--- src/rtl/sand_mem_arbiter.sv ---
// Single-port cell RAM arbiter: scanout reads win, the sim engine takes leftover cycles.
// Also launches one sim step per frame at vblank and counts steps that overrun a frame.
module sand_mem_arbiter #(
   parameter int ADDR_W   = 15,
   parameter int DATA_W   = 8,
   parameter int RD_LAT   = 1,
   parameter int MAX_WAIT = 64
) (
   input  logic              clk,
   input  logic              reset,
   input  logic              vblank_start,
   input  logic              disp_req,
   input  logic [ADDR_W-1:0] disp_addr,
   output logic              disp_gnt,
   output logic              disp_rvalid,
   output logic [DATA_W-1:0] disp_rdata,
   input  logic              sim_req,
   input  logic              sim_we,
   input  logic [ADDR_W-1:0] sim_addr,
   input  logic [DATA_W-1:0] sim_wdata,
   output logic              sim_gnt,
   output logic              sim_rvalid,
   output logic [DATA_W-1:0] sim_rdata,
   output logic              sim_start,
   input  logic              sim_done,
   output logic              sim_busy,
   output logic              sim_starved,
   output logic [7:0]        overrun_count,
   output logic [ADDR_W-1:0] mem_addr,
   output logic              mem_we,
   output logic [DATA_W-1:0] mem_wdata,
   input  logic [DATA_W-1:0] mem_rdata
);

   localparam int WAIT_W = $clog2(MAX_WAIT + 1);

   typedef enum logic [1:0] {IDLE, START, RUN} state_t;

   state_t              state, state_nxt;
   logic [ADDR_W-1:0]   last_addr;
   logic [1:0]          tag_p0;
   logic [1:0]          tag_p [RD_LAT];
   logic [WAIT_W-1:0]   wait_cnt;
   logic                wait_inc;

   function automatic logic [7:0] sat_inc8(input logic [7:0] v);
      return (v == 8'hFF) ? v : v + 8'd1;
   endfunction

   function automatic logic [WAIT_W-1:0] sat_inc_wait(input logic [WAIT_W-1:0] v);
      return (v == WAIT_W'(MAX_WAIT)) ? v : v + 1'b1;
   endfunction

   assign sim_start = (state == START);
   assign sim_busy  = (state == RUN);

   // Arbitration: tag {disp,sim} marks which requester owns a pending read
   always_comb begin
      disp_gnt  = 1'b0;
      sim_gnt   = 1'b0;
      mem_addr  = last_addr;
      mem_we    = 1'b0;
      mem_wdata = '0;
      tag_p0    = 2'b00;
      if (disp_req) begin
         disp_gnt = 1'b1;
         mem_addr = disp_addr;
         tag_p0   = 2'b10;
      end else if (sim_req && sim_busy) begin
         sim_gnt   = 1'b1;
         mem_addr  = sim_addr;
         mem_we    = sim_we;
         mem_wdata = sim_wdata;
         tag_p0    = {1'b0, !sim_we};
      end
   end

   always_ff @(posedge clk or posedge reset) begin
      if (reset) last_addr <= '0;
      else if (disp_gnt || sim_gnt) last_addr <= mem_addr;
   end

   // Read-tag pipeline: stage RD_LAT-1 lines up with mem_rdata
   always_ff @(posedge clk or posedge reset) begin
      if (reset) begin
         for (int i = 0; i < RD_LAT; i++) tag_p[i] <= 2'b00;
      end else begin
         tag_p[0] <= tag_p0;
         for (int i = 1; i < RD_LAT; i++) tag_p[i] <= tag_p[i-1];
      end
   end

   assign disp_rvalid = tag_p[RD_LAT-1][1];
   assign sim_rvalid  = tag_p[RD_LAT-1][0];
   assign disp_rdata  = disp_rvalid ? mem_rdata : '0;
   assign sim_rdata   = sim_rvalid  ? mem_rdata : '0;

   always_comb begin
      state_nxt = state;
      case (state)
         IDLE:    if (vblank_start) state_nxt = START;
         START:   state_nxt = RUN;
         RUN:     if (sim_done) state_nxt = vblank_start ? START : IDLE;
         default: state_nxt = IDLE;
      endcase
   end

   always_ff @(posedge clk or posedge reset) begin
      if (reset) begin
         state         <= IDLE;
         overrun_count <= 8'd0;
      end else begin
         state <= state_nxt;
         if (sim_busy && vblank_start && !sim_done)
            overrun_count <= sat_inc8(overrun_count);
      end
   end

   // Starvation: only counts cycles where the sim could have been served
   assign wait_inc = sim_req && sim_busy && !sim_gnt;

   always_ff @(posedge clk or posedge reset) begin
      if (reset) begin
         wait_cnt    <= '0;
         sim_starved <= 1'b0;
      end else begin
         if (!sim_req || sim_gnt) wait_cnt <= '0;
         else if (wait_inc)       wait_cnt <= sat_inc_wait(wait_cnt);
         if (wait_inc && wait_cnt == WAIT_W'(MAX_WAIT - 1)) sim_starved <= 1'b1;
      end
   end

endmodule

--- config.mk ---
export PLATFORM = sky130hd
export DESIGN_NAME = sand_mem_arbiter
export DESIGN_NICKNAME = d
export VERILOG_FILES = /design/src/rtl/sand_mem_arbiter.sv
export SDC_FILE = /design/constraint.sdc
export NUM_CORES = 1
export LEC_CHECK = 0
export ABC_AREA = 1
export CORE_ASPECT_RATIO = 1.1
export CORE_UTILIZATION = 40
export CTS_BUF_LIST = sky130_fd_sc_hd__clkbuf_4 sky130_fd_sc_hd__clkbuf_8
export DETAILED_ROUTE_END_ITERATION = 10
export PLACE_DENSITY = 0.92
export SYNTH_ARGS = -nofsm -noshare
export SYNTH_HDL_FRONTEND = slang
export SYNTH_SLANG_ARGS = --single-unit
--- constraint.sdc ---
create_clock -name clk -period 2.65 [get_ports clk]
set_input_delay 0.3975 -clock clk [delete_from_list [all_inputs] [get_ports clk]]
set_output_delay 0.3975 -clock clk [all_outputs]
set_load 0.01 [all_outputs]
# Word-level counts from Yosys, hierarchy flattened
# Index checks and enable logic that the tools add are counted.
[totals]
ff_bits = 35
in_bits = 53
out_inout_bits = 55
wordCells = 53
[op_classes]
add_sub_neg = 2
eq_ne = 8
n_mux = 20
n_bitwise = 1
reduce_logical = 16
[ops]
columns = ["cell", "n"]
rows = [
  ["$mux 8", 4],
  ["$mux 15", 2],
  ["$mux 7", 3],
  ["$add 8x1->8 const B", 1],
  ["$eq 8x8->1 const B", 1],
  ["$add 7x1->7 const B", 1],
  ["$eq 7x6->1 const B", 1],
  ["$eq 7x7->1 const B", 1],
  ["$mux 1", 7],
  ["$mux 2", 3],
  ["$ne 2x2->1 const B", 3],
  ["$pmux 2 s3", 1],
  ["$reduce_and 2->1", 3],
  ["$logic_and 1x1->1", 5],
  ["$logic_not 1->1", 4],
  ["$eq 2x1->1 const B", 1],
  ["$eq 2x2->1 const B", 1],
  ["$logic_not 2->1", 1],
  ["$logic_or 1x1->1", 2],
  ["$reduce_bool 2->1", 1],
  ["$not 1->1", 1],
]

# Depth between registers and ports, before layout
[logic_depth]
word_depth = 8
depth_mapped = 9
mapped_depth_nobuf = 9

# Least setup slack after synthesis
# Ideal clock, no wire load.
[synth_timing]
path_kind = "register to output"
start = "register state[0]"
end = "output mem_addr[3]"
arrival_time_ps = 1120
required_time_ps = 2253
path_slack_ps = 1132
path_stages_with_launch = 7
path_buffers = 1
path_cell_list = "dfrtp_1 > inv_1 > nand3_4 > nor2_8 > buf_8 > nand2_1 > nand3_1"
[synth_via]
elab_chain_cells = 4
[synth_rtl]
columns = ["item", "line", "text"]
rows = [
  ["start, declared", "39", "state_t state, state_nxt;"],
  ["start signal, assigned", "113", "state <= state_nxt;"],
  ["$eq 2x2->1", "55", "assign sim_busy = (state == RUN);"],
  ["$logic_and 1x1->1", "69", "end else if (sim_req && sim_busy) begin"],
  ["$mux 15", "69", ""],
  ["$mux 15", "65", "if (disp_req) begin"],
  ["end, declared", "29", "output logic [ADDR_W-1:0] mem_addr,"],
]
# No other way between the ends.

# Final worst setup path
[layout_timing]
start = "input sim_req"
end = "output mem_addr[12]"
[layout_via]
elab_chain_cells = 3
[layout_rtl]
columns = ["item", "line", "text"]
rows = [
  ["start, declared", "17", "input logic sim_req,"],
  ["$logic_and 1x1->1", "69", ""],
  ["$mux 15", "69", ""],
  ["$mux 15", "65", ""],
]
# No other way between the ends.

==> metrics.txt <==
first-pass GRT wire length 9870 µm; Final min period 2.54 ns; Layout Cells excl Fill 476; Area Growth Syn to Fin 58.0%; Clock Latency Late Sink 0.29 ns; gpl congestion 0.830; worst-margin pin slew 0.668 ns; power density cells 473 nW/µm²; clk sinks 35; Final setup viols 0; hold crit path type reg -> reg; Pint 1.09 mW; relative slew slack 55.4%; GR Overflow Total 0; total CTS buffers 5; Adder-Cell Fraction of Synth Area 1.78%; Net Sw Frac 31.2%; core footprint 5030 µm²; H-tree levels 2; CTS root buffer clkbuf_8; port bufs 107; # fillers 374; vias in the first global route 2313; syn avg cell area 6.93 µm²; Antenna diodes 0; Clk pwr share 25.1%; die width 71.3 µm; most common cell after layout, fill and taps aside nand2_1; WP data required 2.25 ns; Sequential Power Share 41.9%; failing checks design-rule violations; Die Ht 78.3 µm; Yosys Warn Count 0; per-cell routed wire length 12.3 µm; global-route usage over all layers 22.1%; largest net degree at the start of global routing 19; mux cell area share after synthesis 0%; fin. max-slew vios 0; fin crit share 96.0%; syn nets 361; largest family of logic cells by synthesized area simple AND/OR/NAND/NOR gates; Final Util 66.4%; vias per std cell 4.87; Worst setup EP type primary output; Setup TNS Final 0 ns; crit path DAT 2.15 ns; number of distinct library cells after synthesis 25; clk buf depth 2; CP startpoint kind input pin; VDD IR max 0.445 mV; cells after synthesis 305; f_max 393 MHz; commonest cells after routing, fill and taps aside nand2_1 (115), clkdlybuf4s50_1 (107), nand3_1 (45); initial antenna violation count 0; FP Rows 27; CTS tree built; Net Sw Power 492 µW; final instance area 3340 µm²; Initial Util 42.0%; 1st-iter DRT viols 152; Worst Setup Path Type in -> out; Final Hold Fails 0; outcome finished with violations; cts repair resizes 0; Leak 1.75 nW; Post-DP Area 3220 µm²; Clock Pin Slew Worst Setup and Hold Paths 0.07 ns; total die area 5580 µm²; total wire length 5860 µm; Syn Std Cell Area 2110 µm²; critical-path maximum fanout 13; number of max-cap violations 0; Post-Synth Simple-Gate Area 41.8%; Comb pwr share 32.9%; compound-gate portion of the synthesized area 1.95%; XOR/XNOR share of the synthesized area 1.66%; # DRC 1; Min Hold Slack 0.480 ns; placed insts 466; sequential area share after synthesis 41.4%; layout cells sized above 1 6.94%; dpl hpwl 4510 µm; Ports 108; DR pass1 iterations 7; number of synthesized register bits 35; Final Skew 0.00253 ns; RSZ-0062 raised after global routing false; nets@finish 473; antenna-violating nets left 0; vias 2320
-- Yosys cell counts --
master / n / share of area (%)
nor2_8: 1 / 0.95
ha_1: 3 / 1.8
nor2_4: 1 / 0.53
nor2_1: 24 / 4.3
clkbuf_1: 3 / 0.53
buf_6: 2 / 1.1
inv_2: 5 / 0.89
nand4_1: 4 / 1.2
nand2_2: 4 / 1.2
inv_1: 44 / 7.8
xnor2_1: 2 / 0.83
o21ai_0: 5 / 1.2
nand3_4: 1 / 0.83
nand2_4: 1 / 0.53
nand3_1: 45 / 11
xor2_1: 2 / 0.83
buf_4: 1 / 0.36
or2_2: 1 / 0.30
nand2_1: 115 / 20
buf_8: 1 / 0.71
dfrtp_1: 35 / 41
a21oi_2: 1 / 0.41
nor2_2: 1 / 0.30
o21bai_1: 1 / 0.36
nand3b_1: 2 / 0.71
-- metal layers --
layer	track usage (%)	share of wire (%)	vias up
met5	0	0	-
li1	-	-	1155
met4	10.8	2.8	0
met2	40.7	54	72
met3	4.49	5.1	14
met1	23.8	38	1079
-- flip-flops by register name, indices dropped and copies added (netlist names) --
name,count
sim_starved,1
wait_cnt,7
tag_p,2
last_addr,15
overrun_count,8
state,2
-- worst max-delay path: stages --
cell,delay (ns)
clkdlybuf4s50_1,0.56
nand3_4,0.15
nor2_8,0.18
buf_12,0.15
nand2_1,0.07
nand3_1,0.09
clkdlybuf4s50_1,0.54
-- through the flow --
step	power, mW	setup slack [ns]
finish	1.58	0.106
global route	1.66	0.0270
CTS	1.58	0.0531
detailed placement	1.18	0.0645
floorplan	0.895	1.13
global placement	1.16	0.142
-- timing repair --
item	4_1_cts	5_1_grt
hold buffers	0	0
buffers inserted	0	2
endpoints found under the setup margin	0	7
-- final timing paths --
path	cells past startpoint	slack, ns	start	to
setup reg to reg	9	1.20	wait_cnt[0]$_DFFE_PP0P_	wait_cnt[3]$_DFFE_PP0P_
hold reg to reg	2	0.48	last_addr[10]$_DFFE_PP0P_	last_addr[10]$_DFFE_PP0P_
setup / recovery	7	0.11	sim_req	mem_addr[12]
min in group asynchronous	2	0.51	reset	last_addr[0]$_DFFE_PP0P_
max in group asynchronous	3	1.44	reset	wait_cnt[6]$_DFFE_PP0P_
hold / removal	2	0.48	last_addr[10]$_DFFE_PP0P_	last_addr[10]$_DFFE_PP0P_
-- power groups by stage --
stage	clock (mW)	sequential, mW	combinational, mW
after floorplan	0	0.669	0.226
after global placement	0	0.663	0.495
after detailed placement	0	0.668	0.513
after CTS	0.401	0.659	0.518
after global routing	0.421	0.668	0.567
final	0.397	0.662	0.520
-- cell families after synthesis --
kind of cell,Yosys count
xor gates and xnor gates,4
adders and majority gates,3
DFF,35
buffers and inverters,56
AOI/OAI and AO/OA,7
and+or+nand+nor,200
-- final cells by class --
class                      instances  area, µm²  area share [%]
timing repair buffer             112       1120            33.6
multi-input combinational        214        998            29.9
sequential                        35        876            26.2
inverter                          49        184            5.51
clock buffer                       7       83.8            2.51
tap                               58       72.6            2.17
clock inverter                     1       5.00           0.150
(Power assumes the default switching activity.)
